--- config.mk ---
export PLATFORM = sky130hd
export DESIGN_NAME = lsu_mem_arbiter
export DESIGN_NICKNAME = d
export VERILOG_FILES = /design/src/rtl/lsu_mem_arbiter.sv
export SDC_FILE = /design/constraint.sdc
export NUM_CORES = 1
export LEC_CHECK = 0
export CORE_UTILIZATION = 40
export CTS_CLUSTER_SIZE = 8
export DETAILED_ROUTE_END_ITERATION = 8
export GPL_TIMING_DRIVEN = 1
export MAX_ROUTING_LAYER = met4
export PLACE_DENSITY_LB_ADDON = 0.15
export SKIP_LAST_GASP = 1
export SYNTH_ARGS = -nofsm -noshare
export SYNTH_HDL_FRONTEND = slang
export SYNTH_SLANG_ARGS = --single-unit
--- constraint.sdc ---
create_clock -name clk -period 2.05 [get_ports clk]
set_input_delay 0.41 -clock clk [delete_from_list [all_inputs] [get_ports clk]]
set_output_delay 0.41 -clock clk [all_outputs]
set_load 0.05 [all_outputs]
--- src/rtl/lsu_mem_arbiter.sv ---
// rtl/lsu_mem_arbiter.sv - grants one LSU at a time onto a single data-memory channel
// Optional LSU_ARB_RR_EN selects round-robin arbitration; the default build uses fixed priority.
module lsu_mem_arbiter #(
  parameter int NUM_CONSUMERS = 4,
  parameter int ADDR_BITS     = 8,
  parameter int DATA_BITS     = 8
) (
  input  logic                               clk,
  input  logic                               reset_n,
  input  logic [NUM_CONSUMERS-1:0]           consumer_read_valid,
  input  logic [NUM_CONSUMERS*ADDR_BITS-1:0] consumer_read_address,
  output logic [NUM_CONSUMERS-1:0]           consumer_read_ready,
  output logic [NUM_CONSUMERS*DATA_BITS-1:0] consumer_read_data,
  input  logic [NUM_CONSUMERS-1:0]           consumer_write_valid,
  input  logic [NUM_CONSUMERS*ADDR_BITS-1:0] consumer_write_address,
  input  logic [NUM_CONSUMERS*DATA_BITS-1:0] consumer_write_data,
  output logic [NUM_CONSUMERS-1:0]           consumer_write_ready,
  output logic                               mem_read_valid,
  output logic [ADDR_BITS-1:0]               mem_read_address,
  input  logic                               mem_read_ready,
  input  logic [DATA_BITS-1:0]               mem_read_data,
  output logic                               mem_write_valid,
  output logic [ADDR_BITS-1:0]               mem_write_address,
  output logic [DATA_BITS-1:0]               mem_write_data,
  input  logic                               mem_write_ready,
  output logic                               busy
);

  localparam int GW = (NUM_CONSUMERS > 1) ? $clog2(NUM_CONSUMERS) : 1;

  typedef enum logic [1:0] {
    S_IDLE,
    S_READ_WAITING,
    S_WRITE_WAITING,
    S_RELAYING
  } state_t;

  state_t                             r_state;
  logic [GW-1:0]                      r_grant_id;
  logic [GW-1:0]                      r_rr_ptr;
  logic [NUM_CONSUMERS-1:0]           r_consumer_read_ready;
  logic [NUM_CONSUMERS-1:0]           r_consumer_write_ready;
  logic [NUM_CONSUMERS*DATA_BITS-1:0] r_consumer_read_data;
  logic                               r_mem_read_valid;
  logic [ADDR_BITS-1:0]               r_mem_read_address;
  logic                               r_mem_write_valid;
  logic [ADDR_BITS-1:0]               r_mem_write_address;
  logic [DATA_BITS-1:0]               r_mem_write_data;

  logic [NUM_CONSUMERS-1:0] w_eligible;
  logic                     w_any;
  logic [GW-1:0]            w_win;
  logic                     w_win_read;
  logic                     w_grant_release;
  logic [ADDR_BITS-1:0]     w_win_raddr;
  logic [ADDR_BITS-1:0]     w_win_waddr;
  logic [DATA_BITS-1:0]     w_win_wdata;
  logic [GW-1:0]            w_rr_next;

  assign w_eligible = consumer_read_valid | consumer_write_valid;

`ifdef LSU_ARB_RR_EN
  // Search upward from r_rr_ptr with wrap; first eligible consumer wins.
  always_comb begin
    logic [GW:0]   v_sum;
    logic [GW-1:0] v_idx;
    w_any = 1'b0;
    w_win = '0;
    v_sum = '0;
    v_idx = '0;
    for (int k = 0; k < NUM_CONSUMERS; k++) begin
      v_sum = {1'b0, r_rr_ptr} + (GW+1)'(k);
      if (v_sum >= (GW+1)'(NUM_CONSUMERS)) begin
        v_sum = v_sum - (GW+1)'(NUM_CONSUMERS);
      end
      v_idx = v_sum[GW-1:0];
      if (!w_any && w_eligible[v_idx]) begin
        w_any = 1'b1;
        w_win = v_idx;
      end
    end
  end
`else
  // Lowest eligible index wins; r_rr_ptr is tracked but does not steer grants.
  always_comb begin
    logic [GW-1:0] v_idx;
    w_any = 1'b0;
    w_win = '0;
    v_idx = '0;
    for (int i = NUM_CONSUMERS - 1; i >= 0; i--) begin
      v_idx = GW'(i);
      if (w_eligible[v_idx]) begin
        w_any = 1'b1;
        w_win = v_idx;
      end
    end
  end

  logic w_unused_rr;
  assign w_unused_rr = ^r_rr_ptr;
`endif

  always_comb begin
    w_win_raddr = '0;
    w_win_waddr = '0;
    w_win_wdata = '0;
    for (int i = 0; i < NUM_CONSUMERS; i++) begin
      if (GW'(i) == w_win) begin
        w_win_raddr = consumer_read_address[i*ADDR_BITS +: ADDR_BITS];
        w_win_waddr = consumer_write_address[i*ADDR_BITS +: ADDR_BITS];
        w_win_wdata = consumer_write_data[i*DATA_BITS +: DATA_BITS];
      end
    end
  end

  assign w_win_read      = consumer_read_valid[w_win];
  assign w_grant_release = !consumer_read_valid[r_grant_id] && !consumer_write_valid[r_grant_id];
  assign w_rr_next       = (r_grant_id == GW'(NUM_CONSUMERS - 1)) ? '0 : r_grant_id + 1'b1;

  always_ff @(posedge clk or negedge reset_n) begin
    if (!reset_n) begin
      r_state                <= S_IDLE;
      r_grant_id             <= '0;
      r_rr_ptr               <= '0;
      r_consumer_read_ready  <= '0;
      r_consumer_write_ready <= '0;
      r_consumer_read_data   <= '0;
      r_mem_read_valid       <= 1'b0;
      r_mem_read_address     <= '0;
      r_mem_write_valid      <= 1'b0;
      r_mem_write_address    <= '0;
      r_mem_write_data       <= '0;
    end else begin
      case (r_state)
        S_IDLE: begin
          if (w_any) begin
            r_grant_id <= w_win;
            if (w_win_read) begin
              r_mem_read_valid   <= 1'b1;
              r_mem_read_address <= w_win_raddr;
              r_state            <= S_READ_WAITING;
            end else begin
              r_mem_write_valid   <= 1'b1;
              r_mem_write_address <= w_win_waddr;
              r_mem_write_data    <= w_win_wdata;
              r_state             <= S_WRITE_WAITING;
            end
          end
        end
        S_READ_WAITING: begin
          if (mem_read_ready) begin
            r_mem_read_valid                  <= 1'b0;
            r_consumer_read_ready[r_grant_id] <= 1'b1;
            for (int i = 0; i < NUM_CONSUMERS; i++) begin
              if (GW'(i) == r_grant_id) begin
                r_consumer_read_data[i*DATA_BITS +: DATA_BITS] <= mem_read_data;
              end
            end
            r_state <= S_RELAYING;
          end
        end
        S_WRITE_WAITING: begin
          if (mem_write_ready) begin
            r_mem_write_valid                  <= 1'b0;
            r_consumer_write_ready[r_grant_id] <= 1'b1;
            r_state                            <= S_RELAYING;
          end
        end
        S_RELAYING: begin
          // Read data slices are deliberately left holding the last response.
          if (w_grant_release) begin
            r_consumer_read_ready  <= '0;
            r_consumer_write_ready <= '0;
            r_rr_ptr               <= w_rr_next;
            r_state                <= S_IDLE;
          end
        end
        default: r_state <= S_IDLE;
      endcase
    end
  end

  assign consumer_read_ready  = r_consumer_read_ready;
  assign consumer_write_ready = r_consumer_write_ready;
  assign consumer_read_data   = r_consumer_read_data;
  assign mem_read_valid       = r_mem_read_valid;
  assign mem_read_address     = r_mem_read_address;
  assign mem_write_valid      = r_mem_write_valid;
  assign mem_write_address    = r_mem_write_address;
  assign mem_write_data       = r_mem_write_data;
  assign busy                 = (r_state != S_IDLE);

endmodule
==> metrics.txt <==
outcome=finished clean; Hold WS=0.0216 ns; R2R Setup Slk=0.19 ns; Worst Hold Class=in -> async; final cell count without fillers=719; Post-Syn Area=0.00365 mm2; Detailed Routing Iterations Pass 1=4; Hold-fix buffers, CTS=0; Area contributors post-synth=dfrtp_1 48%, mux2_2 10%, nand2_1 8.1%; Critical Path Stages=5; Rows=34; CP cell instances=inv_1 > ha_2 > buf_4 > clkinvlp_4 > buf_12; initial antenna violation count=0; proportion of synthesized area in mux cells=10.9%; Seq/Total Area, Yosys=47.9%; largest net degree at the start of global routing=35; syn_area_per_cell=9.44 um2; CTS Buffer Depth=2; Switching Fraction=47.8%; R2R cell count=9; Worst Path Buf+Inv=4; die area=0.00952 mm2; Adder-Cell Fraction of Synth Area=1.37%; root buf cell=clkbuf_8; H-tree levels=3; Simple-Gate Fraction of Synth Area=16.5%; P_sw=0.00443 W; Iter 0 DRT Violations=124; min Tclk post-route=1.98 ns; pwr dens=1500 mW/mm2; post-route cell area=0.00616 mm2; Crit Path Max Fanout=7; Synth cell types=43; CP required=1.64 ns; FFs w/ async S/R, synth=100%; post-route antenna net violation count=0; fillcell total=688; Cell Count Post-Placement=701; max-slew violation count=0; P&R area growth vs syn=68.5%; Power Internal=0.00484 W; CP Launch Type=flop; IO buf count=182; total power draw=0.00927 W; Leakage=2.59 nW; CP max-delay cell=dfrtp_1; reg2reg end=mem_read_address[5]; cts bufs inserted=9; final setup violation count=0; gpl congestion=0.803; HPWL after DPL=8680 um; Antenna Cells=0; All-Layer GR Usage=24.5%; insertion delay to the later sink of the worst-skew pair=0.34 ns; flops & latches, synth=70; final worst-path cycle share=96.6%; RR Startpoint=r_state[0]; synth warn=0; Mapped Nets=507; Yosys top cell area share=47.9%; Synth Flop Type=dfrtp_1; commonest non-fill, non-tap cell in the layout=clkdlybuf4s50_1; Synth area leader=dfrtp_1; Worst path max stage delay=0.41 ns; global-route wire length before repair=18000 um; TritonCTS clock tree=done; die height=97.6 um; Ports=183; vias per cell=5.24; EDFF count, synth=0; most frequent cells in the layout=180 x clkdlybuf4s50_1, 79 x nand2_1, 70 x dfrtp_1; layout cells sized above 1=18.2%; total wire length=11000 um; Starting Density=41.7%; clock power share=12.0%; Worst-Margin Slew=0.540 ns; Fin Clk Skew=0.0109 ns; post-synthesis compound-gate area fraction=19.7%; clk slew on worst S/H paths=0.07 ns; CP endpoint=busy; crit-path leading delay family=buffers and inverters; Slew headroom=63.9%; DRC viols=0; Arr. time, crit path=1.57 ns; Seq pwr share=26.5%; via count=3768; vias in the first global route=3790; Final #Nets=726; placed cell areas=0.00594 mm2; Setup crit end kind=output pin; Comb power frac=61.5%; core box area=0.00876 mm2; CTS sink cnt=70; Max Cap Violations=0; Cells after Synth=387; Max Clk Rate=0.505 GHz; XOR/XNOR Fraction of Synth Area=0%; crit path launch=r_state[0]; crit path kind=reg -> out; VDD IR max=0.664 mV; main combinational cell family by area after synthesis=compound AO/OA/AOI/OAI gates; Congestion Overflow GR=0; endpoints failing hold=0; drt wl/cell=15.3 um; DIE WIDTH=97.6 um
==> what timing repair did <==
| action | 4_1_cts | 5_1_grt |
|---|---|---|
| setup buffers | 0 | 2 |
| setup endpoints to repair | 0 | 1 |
| resized for setup | 0 | 2 |
==> stage by stage <==
step	setup TNS (ns)	utilization, %	setup slack [ns]
floorplan	0	-	0.183
global placement	-3.86	67.7	-0.154
detailed placement	-5.13	67.7	-0.210
CTS	0	70.0	0.0146
global route	-0.00128	70.3	-0.00128
finish	0	70.3	0.0705
==> sequential cells by signal, indices dropped and copies added (netlist names) <==
| name | flops |
|---|---|
| mem_write_address | 8 |
| consumer_write_ready | 4 |
| consumer_read_ready | 4 |
| consumer_read_data | 32 |
| mem_read_address | 8 |
| r_state | 2 |
| mem_read_valid | 1 |
| r_grant_id | 2 |
| mem_write_data | 8 |
| mem_write_valid | 1 |
==> area by class of cell <==
cell class                      count  area [um2]  area share (%)
Clock buffer                       10         128            2.07
Clock inverter                      6        71.3            1.16
Inverter                            7        30.0           0.488
Multi-Input combinational cell    287        1780            28.9
Sequential cell                    70        1750            28.4
Tap cell                          108         135            2.19
Timing Repair Buffer              231        2260            36.7
==> worst register-to-register path: stages, from the launching register on <==
cell and delay, ns:
dfrtp_1 0.41, inv_1 0.13, ha_2 0.21, buf_4 0.17
clkinvlp_4 0.14, buf_4 0.17, a21oi_4 0.15, buf_4 0.22
nor2_1 0.06, a31oi_1 0.14
==> metal layers <==
layer	up-vias	share of wire (%)	global-route usage (%)
li1	1820	-	-
met1	1800	40	27.0
met2	140	53	44.2
met3	8	6.0	5.11
met4	0	0.96	7.81
met5	-	0	-
==> power by group through the flow <==
stage	Clock [W]	Sequential (W)	Combinational, W
after floorplan	0	0.00463	0.00137
after global placement	0	0.00245	0.00559
after detailed placement	0	0.00249	0.00568
after CTS	0.00114	0.00246	0.00569
after global routing	0.00120	0.00255	0.00597
final	0.00111	0.00246	0.00570
==> worst min path at each step <==
stage | cells after the start | endpoint | start
after global placement | 1 | mem_write_address[3] | reset_n
after CTS | 1 | consumer_read_data[3] | reset_n
after detailed placement | 1 | mem_write_address[1] | reset_n
after global routing | 1 | consumer_read_data[19] | reset_n
final | 1 | mem_write_address[1] | reset_n
after floorplan | 0 | consumer_read_data[0] | reset_n
==> cells in the mapped netlist (all sizes together), types with 2 or more instances <==
| cell type | n |
|---|---|
| a21oi | 12 |
| a21boi | 3 |
| a22o | 20 |
| inv | 7 |
| nand2b | 4 |
| dfrtp | 70 |
| a31oi | 25 |
| ha | 4 |
| nor2 | 33 |
| buf | 9 |
| nor4b | 2 |
| nand2 | 79 |
| o22ai | 4 |
| nor2b | 6 |
| nand3 | 3 |
| mux2 | 34 |
| nand4 | 3 |
| clkbuf | 14 |
| a211oi | 3 |
| o21ai | 38 |
| nor4 | 2 |
==> cell families after synthesis <==
kind of cell             after synthesis
AO/OA/AOI/OAI                        111
flip-flops                            70
adder cells (fa/ha/maj)                4
AND/OR/NAND/NOR                      137
buffers and inverters                 30
multiplexers                          35
Note: power is estimated with default switching activity, not from simulation.
